File: src/rtl/mul_seq_ctrl_if.sv
// Request/response channel between the EX stage and the sequential multiplier.
//   master : pipeline side; drives start_valid, op, rs1, rs2, result_ready
//   slave  : controller side; drives start_ready, result_valid, result
// op encoding: 00 MUL, 01 MULH, 10 MULHSU, 11 MULHU.
interface mul_seq_ctrl_if #(
  parameter int unsigned N = 32
);
  logic         start_valid;
  logic         start_ready;
  logic [1:0]   op;
  logic [N-1:0] rs1;
  logic [N-1:0] rs2;
  logic         result_valid;
  logic         result_ready;
  logic [N-1:0] result;

  modport master (
    output start_valid,
    output op,
    output rs1,
    output rs2,
    output result_ready,
    input  start_ready,
    input  result_valid,
    input  result
  );

  modport slave (
    input  start_valid,
    input  op,
    input  rs1,
    input  rs2,
    input  result_ready,
    output start_ready,
    output result_valid,
    output result
  );
endinterface

File: src/rtl/mul_seq_ctrl.sv
// Iterative shift-add multiplier controller for RV32M MUL/MULH/MULHSU/MULHU.
// Operands are reduced to magnitudes at accept, multiplied unsigned over N
// cycles through one N-bit ripple-carry adder, then sign-corrected in a
// single FIX cycle. The selected half of the 2N-bit product is returned on a
// valid/ready handshake.
// Ports:
//   clk   : clock, rising edge
//   rst   : synchronous active-high reset
//   flush : synchronous abort of any in-flight or pending operation
//   busy  : high whenever the controller is not idle
//   bus   : request/response channel (slave side)
module mul_seq_ctrl #(
  parameter int unsigned N = 32
) (
  input  logic          clk,
  input  logic          rst,
  input  logic          flush,
  output logic          busy,
  mul_seq_ctrl_if.slave bus
);

  localparam int unsigned CntW = $clog2(N) + 1;

  typedef enum logic [1:0] {StIdle, StBusy, StFix, StDone} state_e;

  state_e         state_q, state_d;
  logic [CntW-1:0] count_q, count_d;
  logic [2*N-1:0] acc_q, acc_d;
  logic [N-1:0]   ma_q, ma_d;
  logic           neg_q, neg_d;
  logic [1:0]     op_q, op_d;
  logic [N-1:0]   result_q, result_d;
  logic           result_valid_q, result_valid_d;

  // Operand conditioning at accept
  logic         sign_a, sign_b;
  logic [N-1:0] mag_a, mag_b;

  // Shared adder
  logic [N-1:0] add_a, add_b, add_sum;
  logic         add_c;

  logic [2*N-1:0] acc_fixed;

  // MUL only needs the low half, which is sign-independent, so it reuses
  // the MULH sign treatment.
  always_comb begin
    sign_a = 1'b0;
    sign_b = 1'b0;
    unique case (bus.op)
      2'b00:   begin sign_a = bus.rs1[N-1]; sign_b = bus.rs2[N-1]; end
      2'b01:   begin sign_a = bus.rs1[N-1]; sign_b = bus.rs2[N-1]; end
      2'b10:   begin sign_a = bus.rs1[N-1]; sign_b = 1'b0;         end
      default: begin sign_a = 1'b0;         sign_b = 1'b0;         end
    endcase
    // Negating -2^(N-1) yields 2^(N-1) read as unsigned, which is exact.
    mag_a = sign_a ? (~bus.rs1 + {{(N-1){1'b0}}, 1'b1}) : bus.rs1;
    mag_b = sign_b ? (~bus.rs2 + {{(N-1){1'b0}}, 1'b1}) : bus.rs2;
  end

  // N-bit ripple-carry adder, carry-in 0
  always_comb begin
    logic carry;
    add_a   = acc_q[2*N-1:N];
    add_b   = acc_q[0] ? ma_q : '0;
    add_sum = '0;
    carry   = 1'b0;
    for (int i = 0; i < N; i++) begin
      add_sum[i] = add_a[i] ^ add_b[i] ^ carry;
      carry      = (add_a[i] & add_b[i]) | (carry & (add_a[i] ^ add_b[i]));
    end
    add_c = carry;
  end

  // Two's complement over the full product; a zero product stays zero.
  assign acc_fixed = neg_q ? (~acc_q + {{(2*N-1){1'b0}}, 1'b1}) : acc_q;

  always_comb begin
    state_d        = state_q;
    count_d        = count_q;
    acc_d          = acc_q;
    ma_d           = ma_q;
    neg_d          = neg_q;
    op_d           = op_q;
    result_d       = result_q;
    result_valid_d = result_valid_q;

    unique case (state_q)
      StIdle: begin
        if (bus.start_valid) begin
          ma_d    = mag_a;
          acc_d   = {{N{1'b0}}, mag_b};
          neg_d   = sign_a ^ sign_b;
          op_d    = bus.op;
          count_d = '0;
          state_d = StBusy;
        end
      end
      StBusy: begin
        acc_d   = {add_c, add_sum, acc_q[N-1:1]};
        count_d = count_q + 1'b1;
        if (count_q == CntW'(N - 1)) begin
          state_d = StFix;
        end
      end
      StFix: begin
        acc_d          = acc_fixed;
        result_d       = (op_q == 2'b00) ? acc_fixed[N-1:0] : acc_fixed[2*N-1:N];
        result_valid_d = 1'b1;
        state_d        = StDone;
      end
      StDone: begin
        if (bus.result_ready) begin
          result_valid_d = 1'b0;
          state_d        = StIdle;
        end
      end
      default: state_d = StIdle;
    endcase

    // Flush overrides any handshake, including an accept in IDLE.
    if (flush) begin
      state_d        = StIdle;
      result_valid_d = 1'b0;
      count_d        = '0;
      acc_d          = acc_q;
      ma_d           = ma_q;
      neg_d          = neg_q;
      op_d           = op_q;
    end
  end

  always_ff @(posedge clk) begin
    if (rst) begin
      state_q        <= StIdle;
      count_q        <= '0;
      acc_q          <= '0;
      ma_q           <= '0;
      neg_q          <= 1'b0;
      op_q           <= 2'b00;
      result_q       <= '0;
      result_valid_q <= 1'b0;
    end else begin
      state_q        <= state_d;
      count_q        <= count_d;
      acc_q          <= acc_d;
      ma_q           <= ma_d;
      neg_q          <= neg_d;
      op_q           <= op_d;
      result_q       <= result_d;
      result_valid_q <= result_valid_d;
    end
  end

  assign busy             = (state_q != StIdle);
  assign bus.start_ready  = (state_q == StIdle);
  assign bus.result_valid = result_valid_q;
  assign bus.result       = result_q;

endmodule
File: src/flat_wrapper.sv
// flat-port wrapper written by rule: the top's interface ports become plain ports
module mul_seq_ctrl_flat 
#(
  parameter int unsigned N = 32
)
  (clk, rst, flush, busy, bus_start_valid, bus_op, bus_rs1, bus_rs2, bus_result_ready, bus_start_ready, bus_result_valid, bus_result);
  mul_seq_ctrl_if #(.N(N)) bus_i ();
  input  logic clk;
  input  logic rst;
  input  logic flush;
  output logic busy;
  input wire logic [$bits(bus_i.start_valid)-1:0] bus_start_valid;
  input wire logic [$bits(bus_i.op)-1:0] bus_op;
  input wire logic [$bits(bus_i.rs1)-1:0] bus_rs1;
  input wire logic [$bits(bus_i.rs2)-1:0] bus_rs2;
  input wire logic [$bits(bus_i.result_ready)-1:0] bus_result_ready;
  output wire logic [$bits(bus_i.start_ready)-1:0] bus_start_ready;
  output wire logic [$bits(bus_i.result_valid)-1:0] bus_result_valid;
  output wire logic [$bits(bus_i.result)-1:0] bus_result;
  assign bus_i.start_valid = bus_start_valid;
  assign bus_i.op = bus_op;
  assign bus_i.rs1 = bus_rs1;
  assign bus_i.rs2 = bus_rs2;
  assign bus_i.result_ready = bus_result_ready;
  assign bus_start_ready = bus_i.start_ready;
  assign bus_result_valid = bus_i.result_valid;
  assign bus_result = bus_i.result;
  mul_seq_ctrl #(.N(N)) u_core (.clk(clk), .rst(rst), .flush(flush), .busy(busy), .bus(bus_i));
endmodule
File: config.mk
export PLATFORM = sky130hd
export DESIGN_NAME = mul_seq_ctrl_flat
export DESIGN_NICKNAME = d
export VERILOG_FILES = /design/src/rtl/mul_seq_ctrl_if.sv /design/src/rtl/mul_seq_ctrl.sv /design/src/flat_wrapper.sv
export SDC_FILE = /design/constraint.sdc
export NUM_CORES = 1
export LEC_CHECK = 0
export ABC_AREA = 1
export BUFFER_PORTS_ARGS = -buffer_cell sky130_fd_sc_hd__buf_2
export CAP_MARGIN = 5
export CORE_MARGIN = 8
export CORE_UTILIZATION = 66
export DETAILED_ROUTE_END_ITERATION = 8
export PLACE_DENSITY_LB_ADDON = 0.12
export REMOVE_ABC_BUFFERS = 1
export SETUP_SLACK_MARGIN = 0.3
export SLEW_MARGIN = 40
export SYNTH_ARGS = -nofsm -noshare
export SYNTH_HDL_FRONTEND = slang
export SYNTH_SLANG_ARGS = --single-unit
File: constraint.sdc
create_clock -name clk -period 34.1 [get_ports clk]
set_clock_uncertainty 0.05 [all_clocks]
set_input_delay 5.115 -clock clk [delete_from_list [all_inputs] [get_ports clk]]
set_output_delay 5.115 -clock clk [all_outputs]
set_load 0.005 [all_outputs]
==> reports/metrics.cfg <==
[run_status]
status=complete, no violations

[logic_synthesis]
synth_edf_count=0
syn-cell-area_um2=11200
synth_flop_cell=dfxtp_1
syn_inst=1818
ys_seq_area_share_pct=25.0
yosysWarnings=0
synthDistinctLibCells=52
synth-async-reset-ratio_pct=0
avgSynthCellArea_um2=6.17
ys_ff_latch=140

[worst_setup_path]
cp.arrival_ps=13610
worstPathRequired_ps=34410
cp_num_buf_inv=9
cp-start-kind=flip-flop
crit_type=flip-flop to flip-flop
end_kind=flip-flop
rrSetupSlack_ps=20800
slowest_delay_ps=450
crit_family=adder cells
slowest_stage=fa_1
cpMostUsedCell=fa_1
cp_max_fo=36

[placed_design]
portBuffers=105
routabilityCongestion=1.04
dp_hpwl_um=28000

[clock_network]
post-cts-setup-buffers=0
clk_latency_ps=430
cts_max_level=4
numCtsBuffers=17
ctsResizeCount=0
cts_hold_buf=0
clock_sinks=140
clock_path_buffers=2
cts_tree=yes
root_buffer=clkbuf_16
clk_pin_slew_worst_paths_ps=60

[timing]
fin_crit_ps=13300
hold_viol_final=0
worst_pin_slew_ps=783
rsz0062_at_grt=false
setup_tns_ps=0
slew-limit-headroom_pct=47.5
report.final.setup_viol=0
slew_violations=0
timing.fmax_mhz=75.2
finalCritPeriodShare_pct=39.0

[grt]
grt_pass1_vias=11800
grt_max_degree=64
grt-ovfl-total=0
grt_usage_pct=34.8
grt_pass1_wl_um=60400
antenna_found_initial=0

[final_layout]
syn_to_final_growth_pct=10.0
layout_common_cells=568 x nand2_1, 201 x nor2_1, 148 x inv_1, 139 x nand3_1, 139 x dfxtp_1
drive_gt1_share_pct=12.7
final_common_cell=nand2_1
utilization_pct=74.4
nFillCells=1416
num_antenna_cells=0
finalNetCount=1986

[floorplanning]
die_w_um=146
die_h_um=146
dieArea_um2=21400
rows=47
core_region_area_um2=16600
ios=106
initial_core_util_pct=67.6

[detailed_routing]
viasPerCell=6.00
wl_um=37600
ant_nets=0
wl_per_cell_um=17.8
via_count=12600
drt_first_pass_iters=6
dr.first_iter.drc_count=1533
route.detailed.drc=0

[power]
ir_worst_vdd_mv=0.0360
finalPower_mw=0.506
p_leak_nw=5.56
p_per_area_nw_per_um2=41.0

[min_path]
min_path_type=flip-flop to flip-flop

[job]
cap_violations=0

## cells in the mapped netlist (3+ instances only)
master	count	share of area (%)
a211oi_1	5	0.33
a21oi_1	110	4.9
a21oi_2	6	0.47
a31oi_1	23	1.3
and2_1	3	0.17
buf_1	4	0.13
buf_2	23	1.0
buf_4	5	0.33
buf_6	3	0.30
clkbuf_1	46	1.5
dfxtp_1	140	25
fa_1	31	5.5
ha_1	9	1.0
inv_1	151	5.1
inv_2	8	0.27
nand2_1	568	19
nand2_2	11	0.61
nand3_1	139	6.2
nand3b_1	7	0.47
nand4_1	14	0.78
nor2_1	202	6.8
nor2_2	13	0.73
nor2_4	7	0.70
nor3_1	15	0.67
o211ai_1	15	1.0
o21ai_0	102	4.6
o21ai_1	20	0.89
o21ai_2	4	0.31
o21ai_4	3	0.44
o21bai_1	6	0.40
o221ai_1	7	0.55
o31ai_1	5	0.33
or2_2	24	1.3
xnor2_1	15	1.2
xor2_1	50	3.9
## metal layers
metal	share of wire (%)	wire length [µm]	track usage, %	vias to the layer above
met5	0	0	0	-
met4	5.1	1910	18.9	0
met3	12	4440	9.24	139
met2	43	16300	53.5	762
met1	40	14900	43.7	5758
li1	-	-	-	5989
## path summary, 6_finish.rpt
path / from / endpoint / cells after the start
setup / recovery: u_core.acc_q[0] / u_core.acc_q[62] / 46
hold / removal: u_core.bus.result[14] / u_core.bus.result[14] / 2
setup reg to reg: u_core.acc_q[0] / u_core.acc_q[62] / 46
hold reg to reg: u_core.bus.result[14] / u_core.bus.result[14] / 2
## sequential cells by signal (all words and copies together) (netlist names)
register and cells:
u_core.acc_q 64, u_core.bus.result 32, u_core.ma_q 32, u_core.count_q 6, u_core.op_q 2, u_core.state_q 2, u_core.bus.result_valid 1, u_core.neg_q 1
## worst reg2reg max path, delay by kind of cell (launching register included)
kind	cells	cell delay, ps
fa+ha+maj	32	11330
buf+inv	9	880
simple gates	4	510
flops	1	310
compound gates	1	120
## logic make-up after synthesis
group           Yosys count  share of synthesized area [%]
fa+ha+maj                40                           6.54
buf+inv                 243                           8.85
xor+xnor                 65                           5.08
compound gates          315                           16.1
simple gates           1015                           38.4
flops                   140                           25.0
## layout make-up
cell class | instances | area, µm² | share of cell area [%]
Inverter | 160 | 603 | 4.89
Multi-Input combinational cell | 1435 | 7420 | 60.2
Tap cell | 220 | 275 | 2.23
Clock buffer | 19 | 443 | 3.59
Sequential cell | 140 | 2800 | 22.7
Clock inverter | 13 | 139 | 1.13
Timing Repair Buffer | 121 | 646 | 5.23
## stage by stage
stage          cell area [µm²]  std cells  worst slack [ps]  hold slack, ps
2_1_floorplan            10800       1735             21340             402
3_3_place_gp             11800       2076             21140             399
3_5_place_dp             11800       2076             21010             402
4_1_cts                  12300       2108             20900             412
5_1_grt                  12300       2108             20260             430
6_report                 12300       2108             20800             411
## power by group
group          switching, mW  total, mW  leakage [nW]  internal, mW
Clock                 0.0786      0.189         0.284         0.110
Combinational         0.0972      0.137          4.13        0.0398
Sequential           0.00822      0.180          1.14         0.172
Power figures use the tool's default switching activity.
